[src/rtl/arm_ctrl_pkg.sv]
// Shared ARM-style ID-stage constants: instruction modes, data-proc opcodes,
// execute commands, sequencer states and the decoded control bundle.
package arm_ctrl_pkg;

  localparam logic [1:0] MODE_DP  = 2'b00;
  localparam logic [1:0] MODE_MEM = 2'b01;
  localparam logic [1:0] MODE_BR  = 2'b10;
  localparam logic [1:0] MODE_BLK = 2'b11;

  localparam logic [3:0] OP_AND = 4'b0000;
  localparam logic [3:0] OP_EOR = 4'b0001;
  localparam logic [3:0] OP_SUB = 4'b0010;
  localparam logic [3:0] OP_ADD = 4'b0100;
  localparam logic [3:0] OP_ADC = 4'b0101;
  localparam logic [3:0] OP_SBC = 4'b0110;
  localparam logic [3:0] OP_TST = 4'b1000;
  localparam logic [3:0] OP_CMP = 4'b1010;
  localparam logic [3:0] OP_ORR = 4'b1100;
  localparam logic [3:0] OP_MOV = 4'b1101;
  localparam logic [3:0] OP_MVN = 4'b1111;

  localparam logic [3:0] EXE_MOV = 4'b0001;
  localparam logic [3:0] EXE_ADD = 4'b0010;
  localparam logic [3:0] EXE_ADC = 4'b0011;
  localparam logic [3:0] EXE_SUB = 4'b0100;
  localparam logic [3:0] EXE_SBC = 4'b0101;
  localparam logic [3:0] EXE_AND = 4'b0110;
  localparam logic [3:0] EXE_ORR = 4'b0111;
  localparam logic [3:0] EXE_EOR = 4'b1000;
  localparam logic [3:0] EXE_MVN = 4'b1001;

  typedef enum logic {ST_IDLE, ST_BLOCK} state_t;

  typedef struct packed {
    logic [3:0] exe_cmd;
    logic       mem_read;
    logic       mem_write;
    logic       wb_en;
    logic       branch;
    logic       status_update;
  } ctrl_t;

endpackage

[src/rtl/lowest_set_enc.sv]
// Combinational priority encoder: index of the lowest set bit of vec,
// with found=0 (and idx=0) when vec is all zeros.
module lowest_set_enc #(
  parameter int NUM_REGS = 16,
  localparam int IDX_W = $clog2(NUM_REGS)
) (
  input  logic [NUM_REGS-1:0] vec,
  output logic [IDX_W-1:0]    idx,
  output logic                found
);

  // Scanning downward lets the lowest set bit overwrite any higher one.
  always_comb begin
    idx   = '0;
    found = 1'b0;
    for (int i = NUM_REGS - 1; i >= 0; i--) begin
      if (vec[i]) begin
        idx   = IDX_W'(i);
        found = 1'b1;
      end
    end
  end

endmodule

[src/rtl/id_control_seq.sv]
// ID-stage control: decodes mode/opcode/S into registered EXE/MEM/WB controls
// and expands block transfers into one memory beat per register-list bit.
//
//   state    | meaning
//   ST_IDLE  | accepting new instructions (single-beat or first block beat)
//   ST_BLOCK | emitting remaining block beats, front end held via busy
module id_control_seq
  import arm_ctrl_pkg::*;
#(
  parameter int NUM_REGS  = 16,
  parameter int EXE_CMD_W = 4,
  parameter int OFS_W     = 5,
  localparam int IDX_W    = $clog2(NUM_REGS)
) (
  input  logic                 clk,
  input  logic                 rst,
  input  logic                 in_valid,
  input  logic [1:0]           mode,
  input  logic [3:0]           opcode,
  input  logic                 s_bit,
  input  logic [NUM_REGS-1:0]  reg_list,
  input  logic                 stall,
  input  logic                 flush,
  output logic                 in_ready,
  output logic                 busy,
  output logic                 out_valid,
  output logic [EXE_CMD_W-1:0] exe_cmd,
  output logic                 mem_read,
  output logic                 mem_write,
  output logic                 wb_en,
  output logic                 branch,
  output logic                 status_update,
  output logic [IDX_W-1:0]     reg_idx,
  output logic [OFS_W-1:0]     ofs,
  output logic                 last
);

  function automatic ctrl_t decode(input logic [1:0] m, input logic [3:0] op, input logic s);
    ctrl_t c;
    c = '0;
    case (m)
      MODE_DP: begin
        c.wb_en         = 1'b1;
        c.status_update = s;
        case (op)
          OP_MOV:  c.exe_cmd = EXE_MOV;
          OP_MVN:  c.exe_cmd = EXE_MVN;
          OP_ADD:  c.exe_cmd = EXE_ADD;
          OP_ADC:  c.exe_cmd = EXE_ADC;
          OP_SUB:  c.exe_cmd = EXE_SUB;
          OP_SBC:  c.exe_cmd = EXE_SBC;
          OP_AND:  c.exe_cmd = EXE_AND;
          OP_ORR:  c.exe_cmd = EXE_ORR;
          OP_EOR:  c.exe_cmd = EXE_EOR;
          OP_CMP:  begin c.exe_cmd = EXE_SUB; c.wb_en = 1'b0; c.status_update = 1'b1; end
          OP_TST:  begin c.exe_cmd = EXE_AND; c.wb_en = 1'b0; c.status_update = 1'b1; end
          default: c.wb_en = 1'b0;
        endcase
      end
      MODE_MEM, MODE_BLK: begin
        c.exe_cmd   = EXE_ADD;
        c.mem_read  = s;
        c.wb_en     = s;
        c.mem_write = ~s;
      end
      default: c.branch = 1'b1;
    endcase
    return c;
  endfunction

  state_t              state_q, state_d;
  logic [NUM_REGS-1:0] mask_q, mask_d;
  logic [OFS_W-1:0]    cnt_q, cnt_d;
  logic                load_q, load_d;
  logic                valid_q, valid_d;
  ctrl_t               ctrl_q, ctrl_d;
  logic [IDX_W-1:0]    idx_q, idx_d;
  logic [OFS_W-1:0]    ofs_q, ofs_d;
  logic                last_q, last_d;

  logic [NUM_REGS-1:0] enc_vec, rem;
  logic [IDX_W-1:0]    low_idx;
  logic                low_found;

  assign enc_vec = (state_q == ST_BLOCK) ? mask_q : reg_list;
  assign rem     = enc_vec & ~(NUM_REGS'(1) << low_idx);

  lowest_set_enc #(.NUM_REGS(NUM_REGS)) u_enc (
    .vec   (enc_vec),
    .idx   (low_idx),
    .found (low_found)
  );

  always_comb begin
    state_d = state_q;
    mask_d  = mask_q;
    cnt_d   = cnt_q;
    load_d  = load_q;
    valid_d = valid_q;
    ctrl_d  = ctrl_q;
    idx_d   = idx_q;
    ofs_d   = ofs_q;
    last_d  = last_q;
    if (flush || (!stall && state_q == ST_IDLE && !in_valid)) begin
      state_d = ST_IDLE;
      mask_d  = '0;
      cnt_d   = '0;
      valid_d = 1'b0;
      ctrl_d  = '0;
      idx_d   = '0;
      ofs_d   = '0;
      last_d  = 1'b0;
    end else if (!stall) begin
      valid_d = 1'b1;
      if (state_q == ST_BLOCK) begin
        ctrl_d = decode(MODE_BLK, 4'b0000, load_q);
        idx_d  = low_idx;
        ofs_d  = cnt_q;
        cnt_d  = cnt_q + OFS_W'(1);
        mask_d = rem;
        last_d = (rem == '0);
        if (rem == '0) begin
          state_d = ST_IDLE;
          cnt_d   = '0;
        end
      end else begin
        ctrl_d = decode(mode, opcode, s_bit);
        idx_d  = '0;
        ofs_d  = '0;
        last_d = 1'b1;
        mask_d = '0;
        cnt_d  = '0;
        if (mode == MODE_BLK) begin
          if (!low_found) begin
            ctrl_d = '0;
          end else begin
            idx_d = low_idx;
            if (rem != '0) begin
              state_d = ST_BLOCK;
              mask_d  = rem;
              cnt_d   = OFS_W'(1);
              load_d  = s_bit;
              last_d  = 1'b0;
            end
          end
        end
      end
    end
  end

  always_ff @(posedge clk or posedge rst) begin
    if (rst) begin
      state_q <= ST_IDLE;
      mask_q  <= '0;
      cnt_q   <= '0;
      load_q  <= 1'b0;
      valid_q <= 1'b0;
      ctrl_q  <= '0;
      idx_q   <= '0;
      ofs_q   <= '0;
      last_q  <= 1'b0;
    end else begin
      state_q <= state_d;
      mask_q  <= mask_d;
      cnt_q   <= cnt_d;
      load_q  <= load_d;
      valid_q <= valid_d;
      ctrl_q  <= ctrl_d;
      idx_q   <= idx_d;
      ofs_q   <= ofs_d;
      last_q  <= last_d;
    end
  end

  assign busy          = (state_q == ST_BLOCK);
  assign in_ready      = !busy && !stall;
  assign out_valid     = valid_q;
  assign exe_cmd       = EXE_CMD_W'(ctrl_q.exe_cmd);
  assign mem_read      = ctrl_q.mem_read;
  assign mem_write     = ctrl_q.mem_write;
  assign wb_en         = ctrl_q.wb_en;
  assign branch        = ctrl_q.branch;
  assign status_update = ctrl_q.status_update;
  assign reg_idx       = idx_q;
  assign ofs           = ofs_q;
  assign last          = last_q;

endmodule

[config.mk]
export PLATFORM = sky130hd
export DESIGN_NAME = id_control_seq
export DESIGN_NICKNAME = d
export VERILOG_FILES = /design/src/rtl/arm_ctrl_pkg.sv /design/src/rtl/lowest_set_enc.sv /design/src/rtl/id_control_seq.sv
export SDC_FILE = /design/constraint.sdc
export NUM_CORES = 1
export LEC_CHECK = 0
export BUFFER_PORTS_ARGS = -buffer_cell sky130_fd_sc_hd__buf_2
export CORE_UTILIZATION = 34
export DETAILED_ROUTE_END_ITERATION = 16
export GPL_TIMING_DRIVEN = 0
export SLEW_MARGIN = 20
export SYNTH_ARGS = -nofsm -noshare
export SYNTH_HDL_FRONTEND = slang
export SYNTH_SLANG_ARGS = --single-unit
[constraint.sdc]
create_clock -name clk -period 4.6 [get_ports clk]
set_input_delay 0.23 -clock clk [delete_from_list [all_inputs] [get_ports clk]]
set_output_delay 0.23 -clock clk [all_outputs]
set_load 0.01 [all_outputs]
# Word level (Yosys, flattened, before mapping)

Cells that the tools add are included.

Shift operators: 1
Multiplexer cells: 82
Equal/unequal tests: 13
Reductions and logical operators: 18
Add/sub/neg operators: 1
Bitwise logic cells: 7

Operators by type and width:

| operator                                                              | count |
|---|---|
| 16-bit 2-to-1 mux                                                     | 7 |
| 4-bit 2-to-1 mux                                                      | 21 |
| 9-bit 2-to-1 mux                                                      | 5 |
| 1-bit 2-to-1 mux                                                      | 38 |
| 4-bit one-hot mux with 9 select lines                                 | 1 |
| 5-bit 2-to-1 mux                                                      | 7 |
| 4-bit equality test, second input constant                            | 5 |
| 16-bit AND                                                            | 1 |
| 16-bit zero test                                                      | 1 |
| 16-bit NOT                                                            | 1 |
| 16-bit nonzero test                                                   | 1 |
| 1-bit by 4-bit << shifter with 16-bit output, first input constant    | 1 |
| 4-bit by 3-bit equality test with 1-bit output, second input constant | 3 |
| 9-bit OR reduction                                                    | 1 |
| 4-bit one-hot mux with 2 select lines                                 | 1 |
| 2-bit OR reduction                                                    | 4 |
| 6-bit AND reduction                                                   | 1 |
| 5-bit by 1-bit adder with 5-bit output, second input constant         | 1 |
| 1-bit NOT                                                             | 5 |
| 4-bit by 1-bit equality test with 1-bit output, second input constant | 1 |
| 4-bit by 2-bit equality test with 1-bit output, second input constant | 1 |
| 4-bit zero test                                                       | 1 |
| 1-bit logical AND                                                     | 3 |
| 1-bit zero test                                                       | 3 |
| other kinds (8)                                                       | 8 |

Input bits: 28
Register bits after elaboration: 43

# Longest topological paths before layout

Gate-level depths: netlist of the first run.

Depth in word-level cells: 27
Gate-level depth with buffers: 14
Depth with buffers taken out: 9

# Hierarchy

A second synthesis of the first run with hierarchy kept.

Cell total of the unflattened synthesis: 317
Area total of the unflattened synthesis: 2,811.4 um2

By module, submodules not included:

| module         | seq. area each (um2) | instances | area an instance (um2) | cells an instance |
|---|---|---|---|---|
| id_control_seq | 1,076.0              | 1         | 2,632.5                | 284 |
| lowest_set_enc | 0.0                  | 1         | 178.9                  | 33 |

# Worst setup path after synthesis of the first run

OpenSTA, ideal clock, no wires.

Path kind: reg-to-reg
Start: register state_q (netlist: busy)
End: register mask_q[1]
Arrival time: 3.288 ns
Required time: 4.479 ns
Buffers on the path: 3
Setup time: 0.121 ns
Clock period less this slack: 3.409 ns
Setup slack: 1.191 ns
Cell stages (with the launch flop): 13
Cell sequence: dfrtp_1 -> buf_6 -> buf_6 -> or3_1 -> o2bb2ai_1 -> o41ai_2 -> o211a_1 -> o2111ai_1 -> or4_4 -> nor4_4 -> o21ai_2 -> buf_6 -> a22o_1

Word-level cells in the longest chain between the ends: 27
Elaborated cells on any way between the ends: 48
Classes of those cells: eq/ne: 1; shift: 1; mux: 39; bitwise: 3; reduce/logical: 4

RTL lines:

| what                                         | RTL line              | text |
|---|---|---|
| start: declaration                           | id_control_seq.sv:71  | `state_t state_q, state_d;` |
| start signal: assignment                     | id_control_seq.sv:163 | `state_q <= state_d;` |
| 16-bit 2-to-1 mux                            | id_control_seq.sv:85  | `assign enc_vec = (state_q == ST_BLOCK) ? mask_q : reg_list;` |
| 4-bit 2-to-1 mux (16 in series)              | lowest_set_enc.sv:17  | `if (vec[i]) begin` |
| 1-bit by 4-bit << shifter with 16-bit output | id_control_seq.sv:86  | `assign rem = enc_vec & ~(NUM_REGS'(1) << low_idx);` |
| 16-bit NOT                                   | id_control_seq.sv:86  |  |
| 16-bit AND                                   | id_control_seq.sv:86  |  |
| 16-bit nonzero test                          | id_control_seq.sv:138 | `if (rem != '0) begin` |
| 16-bit 2-to-1 mux                            | id_control_seq.sv:138 |  |
| 16-bit 2-to-1 mux                            | id_control_seq.sv:134 | `if (!low_found) begin` |
| 16-bit 2-to-1 mux                            | id_control_seq.sv:133 | `if (mode == MODE_BLK) begin` |
| 16-bit 2-to-1 mux                            | id_control_seq.sv:115 | `if (state_q == ST_BLOCK) begin` |
| 16-bit 2-to-1 mux                            | id_control_seq.sv:113 | `end else if (!stall) begin` |
| 16-bit 2-to-1 mux                            | id_control_seq.sv:104 | `if (flush \|\| (!stall && state_q == ST_IDLE && !in_valid)) begin` |
| end signal: assignment                       | id_control_seq.sv:164 | `mask_q <= mask_d;` |
| end: declaration                             | id_control_seq.sv:72  | `logic [NUM_REGS-1:0] mask_q, mask_d;` |

Several ways; a longest one is shown, not always the timed one. The select of a mux whose other input is x is not followed.
A chain may end at the register's enable or synchronous reset.

# Worst setup path in the final report of the first run

Start: register state_q (netlist: busy)
End: register mask_q[14]

The elaborated chain is that of the path after synthesis.

==> impl_metrics.env, run 1 <==
export IMPL_tns_ps=0
export IMPL_dieArea_sq_mm=0.008659
export IMPL_yosys_area_top_type="dfrtp_1"
export IMPL_setup_ws_ps=733.4
export IMPL_numPortBuffers=48
export IMPL_hold_path_class="in -> reg"
export IMPL_cts_setup_buffers=0
export IMPL_wl_per_cell_um=16.98
export IMPL_dpl_hpwl_um=5997
export IMPL_clk_latency_ps=300
export IMPL_slew_headroom_pct=44.24
export IMPL_p_int_uw=616.8
export IMPL_die_y_um=93.06
export IMPL_maxSlewViolCount=0
export IMPL_crit_arrival_ps=4060
export IMPL_via_per_inst=5.810
export IMPL_fin_crit_sh_pct=84.06
export IMPL_reg2reg_to="mask_q[14]"
export IMPL_nFillCells=797
export IMPL_cts_hold_buf=1
export IMPL_synth_flop_cell="dfrtp_1"
export IMPL_synth_ff_latch_count=43
export IMPL_p_per_area_mw_per_mm2=263.5
export IMPL_maxCapViolCount=0
export IMPL_tightest_slew_ps=836.4
export IMPL_seqPwrFrac_pct=45.4
export IMPL_leakage_nw=1.527
export IMPL_grt_max_degree=29
export IMPL_drc_errors=0
export IMPL_synth_common_cells="dfrtp_1 (43), nor2_1 (31), nand2_1 (25)"
export IMPL_ant_nets=0
export IMPL_use_met2_pct=29.47
export IMPL_rsz0062_at_grt="false"
export IMPL_hold_viol_final=0
export IMPL_synth_edf_count=0
export IMPL_clockRootBuffer="clkbuf_8"
export IMPL_grt_pass1_vias=2588
export IMPL_worst_hold_path_endpoint="ofs[3]"
export IMPL_clock_fmax_mhz=258.6
export IMPL_critPathRequiredTime_ps=4790
export IMPL_setup_viol=0
export IMPL_crit_fanout=10
export IMPL_finalNetCount=395
export IMPL_clock_sinks=43
export IMPL_fp_dieW_um=93.06
export IMPL_timing_rr_start="busy"
export IMPL_io_pins=50
export IMPL_coreArea_sq_mm=0.007888
export IMPL_ys_warn_count=0
export IMPL_yosys_cell_types_count=59
export IMPL_r2r_setup_slack_ps=730
export IMPL_synth_area_sq_mm=0.002819
export IMPL_avgSynthCellArea_sq_um=9.123
export IMPL_area_growth_pct=17.89
export IMPL_min_from="flush"
export IMPL_grt_pass1_wl_um=13170
export IMPL_place_congestion=0.9160
export IMPL_dp_slack_ps=778.9
export IMPL_initial_core_util_pct=35.74
export IMPL_routed_wl_um=7948
export IMPL_grt_usage_pct=19.26
export IMPL_fin_worst_skew_ps=8.359
export IMPL_diodes=0
export IMPL_power_share_clock_pct=34.3
export IMPL_first_iter_violations=221
export IMPL_hold_depth=2
export IMPL_irDropWorstVdd_v=0.0001715
export IMPL_row_count=32
export IMPL_p_switching_uw=259.0
export IMPL_mappedNetlistNets=338
export IMPL_antenna_found_initial=0
export IMPL_swShare_pct=29.57
export IMPL_clkTransAtPathRegs_ps=80
export IMPL_use_met1_pct=27.63
export IMPL_async_reset_ff_share_pct=100.0
export IMPL_clock_path_buffers=2
export IMPL_start_kind="register"
export IMPL_period_minus_slack_ps=3867
export IMPL_synth_area_leaders="dfrtp_1 (38%), a22o_1 (5.0%), nor2_1 (4.1%), nand2_1 (3.3%), a21oi_1 (3.2%)"
export IMPL_power_frac_comb_pct=20.3
export IMPL_cts_tree="done"
export IMPL_yosysSeqAreaShare_pct=38.17
export IMPL_endpoint_kind="register"
export IMPL_firstDrtPassIters=4
export IMPL_synth_most_common_cell="dfrtp_1"
export IMPL_worstSetupPathType="reg -> reg"
export IMPL_grt_busiest_layer="met2"
export IMPL_status="finished, final reports clean"
export IMPL_grt_overflow=0
export IMPL_htree_levels=2
export IMPL_cts_resized=0
export IMPL_worstRegToRegCells=12
export IMPL_numCtsBuffers=5
export IMPL_layout_drive_gt1_share_pct=23.50
export IMPL_synth_top_cell_area_share_pct=38.17
export IMPL_dr_total_vias=2719
export IMPL_synth_cells=309
export IMPL_grtUsageMet3_pct=2.846
[worst max-delay path by stage]
stage | end | cells past startpoint | slack [ps] | startpoint
finish | mask_q[14] | 12 | 730 | busy
global route | mask_q[14] | 12 | 410 | busy
CTS | mask_q[14] | 12 | 750 | busy
detailed placement | mask_q[14] | 12 | 780 | busy
global placement | mask_q[14] | 12 | 750 | busy
floorplan | mask_q[1] | 12 | 1190 | busy
[layer usage]
metal,wire length [um],vias up
met2,3505,96
met5,0,-
met1,3737,1322
met3,566,14
met4,138,0
li1,-,1287
[kinds of logic after synthesis]
logic type / count (synthesis) / share of synthesized area, %
AOI/OAI and AO/OA: 102 / 27.12
xor gates and xnor gates: 1 / 0.3108
adders and majority gates: 1 / 0.4438
buffers and inverters: 20 / 3.817
DFF: 43 / 38.17
muxes: 17 / 6.436
and+or+nand+nor: 125 / 23.70
[layout make-up]
cell class / count / area (sq um) / area share [%]
multi-input combinational: 246 / 1635 / 49.21
sequential: 43 / 1076 / 32.38
timing repair buffer: 50 / 270.3 / 8.133
tap: 102 / 127.6 / 3.840
buffer: 14 / 85.08 / 2.560
clock buffer: 5 / 68.82 / 2.071
clock inverter: 2 / 37.54 / 1.130
inverter: 6 / 22.52 / 0.6777
[power groups by stage]
| stage | Sequential (mW) | Clock, mW | Combinational [mW] |
|---|---|---|---|
| floorplan | 0.405 | 0 | 0.115 |
| global placement | 0.405 | 0 | 0.173 |
| detailed placement | 0.405 | 0 | 0.175 |
| CTS | 0.398 | 0.305 | 0.177 |
| global route | 0.399 | 0.317 | 0.196 |
| finish | 0.398 | 0.301 | 0.177 |
[worst max-delay path, cell delays in order, from the launching register on]
cell       delay (ps)
dfrtp_1           360
buf_6             150
buf_6             150
nor3b_1           260
o22ai_1           330
o41ai_2           470
o211a_1           220
o2111ai_1         100
or4_4             550
nor4_4            590
o21ai_2           180
buf_6             180
a22o_1            200
[sequential cells by signal (all words and copies together) (netlist names)]
| name | flops |
|---|---|
| branch | 1 |
| reg_idx | 4 |
| last | 1 |
| mem_read | 1 |
| status_update | 1 |
| out_valid | 1 |
| cnt_q | 5 |
| exe_cmd | 4 |
| mem_write | 1 |
| load_q | 1 |
| wb_en | 1 |
| mask_q | 16 |
| ofs | 5 |
| busy | 1 |
[cell usage in the layout, fill, tap and decap left out, types with 10 or more instances in the layout]
master / instances
o21ai_0: 12
buf_2: 50
nor2_1: 31
dfrtp_1: 43
nand2_1: 25
a22o_1: 16
a21oi_1: 18
nor3_1: 16
nor2b_1: 10
[through the flow]
| stage | instances | util, % | instance area (sq um) | total power [mW] | hold slack, ps |
|---|---|---|---|---|---|
| 4_1_cts | 468 | 42.13 | 3323 | 0.8796 | 172.8 |
| 3_3_place_gp | 459 | 40.40 | 3187 | 0.5778 | 459.1 |
| 3_5_place_dp | 460 | 40.66 | 3207 | 0.5801 | 229.3 |
| 5_1_grt | 468 | 42.13 | 3323 | 0.9119 | 205.0 |
| 6_report | 468 | 42.13 | 3323 | 0.8758 | 181.4 |
| 2_1_floorplan | 309 | - | 2819 | 0.5199 | 296.4 |
(Power assumes the default switching activity.)
==> inputs of run 2 (changes only) <==
Clock period 4.6 ns to 3.9 ns, I/O delays scaled along.
==> run 2 against run 1 <==
Clock-buffer cell count unchanged. Fmax increased by 7.8%. Sequential power increased by 18%. Clock power increased by 17%. Design area increased by 0.90%. Combinational power increased by 19%. Register-to-register slack got worse by 420 ps. Critical path depth unchanged.
==> impl_metrics.env, run 2 (same netlist as run 1, synthesis figures left out) <==
export IMPL_leakage_nw=1.549
export IMPL_min_from="flush"
export IMPL_irDropWorstVdd_v=0.0002010
export IMPL_antenna_found_initial=0
export IMPL_finalNetCount=399
export IMPL_setup_ws_ps=314.1
export IMPL_die_y_um=93.06
export IMPL_initial_core_util_pct=35.74
export IMPL_period_minus_slack_ps=3586
export IMPL_first_iter_violations=243
export IMPL_layout_cells_most_common="buf_2"
export IMPL_setup_viol=0
export IMPL_wl_per_cell_um=17.05
export IMPL_dp_slack_ps=78.95
export IMPL_p_per_area_mw_per_mm2=307.6
export IMPL_row_count=32
export IMPL_maxSlewViolCount=0
export IMPL_worstRegToRegCells=12
export IMPL_grt_overflow=0
export IMPL_critical_path_max_stage_delay_ps=550
export IMPL_dr_total_vias=2776
export IMPL_diodes=0
export IMPL_hold_viol_final=0
export IMPL_clock_fmax_mhz=278.9
export IMPL_maxCapViolCount=0
export IMPL_place_congestion=0.9160
export IMPL_grt_usage_pct=19.26
export IMPL_fp_dieW_um=93.06
export IMPL_dp_cells=460
export IMPL_routed_wl_um=8046
export IMPL_place_area_sq_mm=0.003207
export IMPL_firstDrtPassIters=6
export IMPL_fin_crit_sh_pct=91.95
export IMPL_htree_levels=2
export IMPL_endpoint_kind="register"
export IMPL_clk_latency_ps=300
export IMPL_worstSetupPathType="reg -> reg"
export IMPL_clock_path_buffers=2
export IMPL_area_growth_pct=18.95
export IMPL_crit_arrival_ps=3770
export IMPL_critPathMostFrequentCell="buf_6"
export IMPL_timing_rr_start="busy"
export IMPL_final_cell_mix="buf_2 (50), dfrtp_1 (43), nor2_1 (31), nand2_1 (25), a21oi_1 (18)"
export IMPL_cpMaxStageDelayCell="or4_4"
export IMPL_critPathRequiredTime_ps=4090
export IMPL_stdcell_area_sq_mm=0.003353
export IMPL_status="finished, final reports clean"
export IMPL_slew_headroom_pct=44.26
export IMPL_hold_depth=2
export IMPL_clockRootBuffer="clkbuf_8"
export IMPL_r2r_setup_slack_ps=310
export IMPL_top_register="mask_q"
export IMPL_dieArea_sq_mm=0.008659
export IMPL_layout_drive_gt1_share_pct=24.32
export IMPL_grt_max_degree=29
export IMPL_crit_fanout=10
export IMPL_numPortBuffers=48
export IMPL_tightest_slew_ps=836.0
export IMPL_clkTransAtPathRegs_ps=80
export IMPL_drc_errors=0
export IMPL_p_total_mw=1.032
export IMPL_grt_pass1_vias=2588
export IMPL_grt_pass1_wl_um=13170
export IMPL_numCtsBuffers=5
export IMPL_rsz0062_at_grt="false"
export IMPL_worst_hold_path_endpoint="ofs[3]"
export IMPL_crit_chain="buf_6 > buf_6 > nor3b_1 > o22ai_1 > o41ai_2 > o211a_1 > o2111ai_1 > or4_4 > nor4_4 > buf_4 > nor3_1 > mux2_1"
export IMPL_fin_worst_skew_ps=7.694
export IMPL_cts_tree="done"
export IMPL_finalNonFillerCells=472
export IMPL_ant_nets=0
export IMPL_dpl_hpwl_um=5997
export IMPL_tns_ps=0
export IMPL_reg2reg_to="load_q"
export IMPL_via_per_inst=5.881
export IMPL_largest_reg_flops=16
export IMPL_clock_sinks=43
export IMPL_io_pins=50
export IMPL_coreArea_sq_mm=0.007888
export IMPL_start_kind="register"
export IMPL_hold_path_class="in -> reg"
[run 2: where the power goes]
group / internal [mW] / switching, mW / leakage (nW)
clock network: 0.187 / 0.165 / 0.0502
registers: 0.459 / 0.0106 / 0.592
logic: 0.0815 / 0.129 / 0.906
total: 0.727 / 0.304 / 1.55
[run 2: stage by stage]
stage / hold slack [ps] / util, %
after floorplan: 261.4 / -
after global placement: 459.1 / 40.40
after detailed placement: 194.3 / 40.66
after CTS: 137.8 / 42.13
after global routing: 170.0 / 42.51
final: 148.5 / 42.51
[run 2: final cells by class]
class / instances / area (sq um)
inverter: 6 / 22.52
fill: 791 / 4534
clock inverter: 2 / 37.54
buffer: 14 / 85.08
tap: 102 / 127.6
clock buffer: 5 / 68.82
multi-input combinational: 246 / 1635
timing repair buffer: 54 / 300.3
sequential: 43 / 1076
[run 2: how the worst max path moves through the flow]
stage               from          to  slack, ps  depth (start not counted)
global route        busy      load_q         80                         12
global placement    busy  mask_q[14]         50                         12
detailed placement  busy  mask_q[14]         80                         12
floorplan           busy   mask_q[1]        490                         12
CTS                 busy  mask_q[14]         50                         12
finish              busy      load_q        310                         12
[run 2: critical path: cells and delay by family, from the launching register on]
| family | cells | cell delay [ps] |
|---|---|---|
| AOI/OAI and AO/OA | 4 | 1150 |
| DFF | 1 | 360 |
| muxes | 1 | 330 |
| and+or+nand+nor | 4 | 1140 |
| buffers and inverters | 3 | 480 |
[run 2: routing by layer]
| metal | vias up | GRT usage, % | share of wire, % |
|---|---|---|---|
| li1 | 1296 | - | - |
| met1 | 1359 | 27.63 | 49 |
| met2 | 107 | 29.47 | 43 |
| met3 | 14 | 2.846 | 6.0 |
| met4 | 0 | 6.667 | 1.7 |
| met5 | - | 0 | 0 |
[run 2: what timing repair did]
action                                 4_1_cts  5_1_grt
setup buffers                                0        4
setup endpoints to repair                    0       17
hold buffers                                 1        0
endpoints found under the hold margin       15        0
gates resized for setup                      0        0
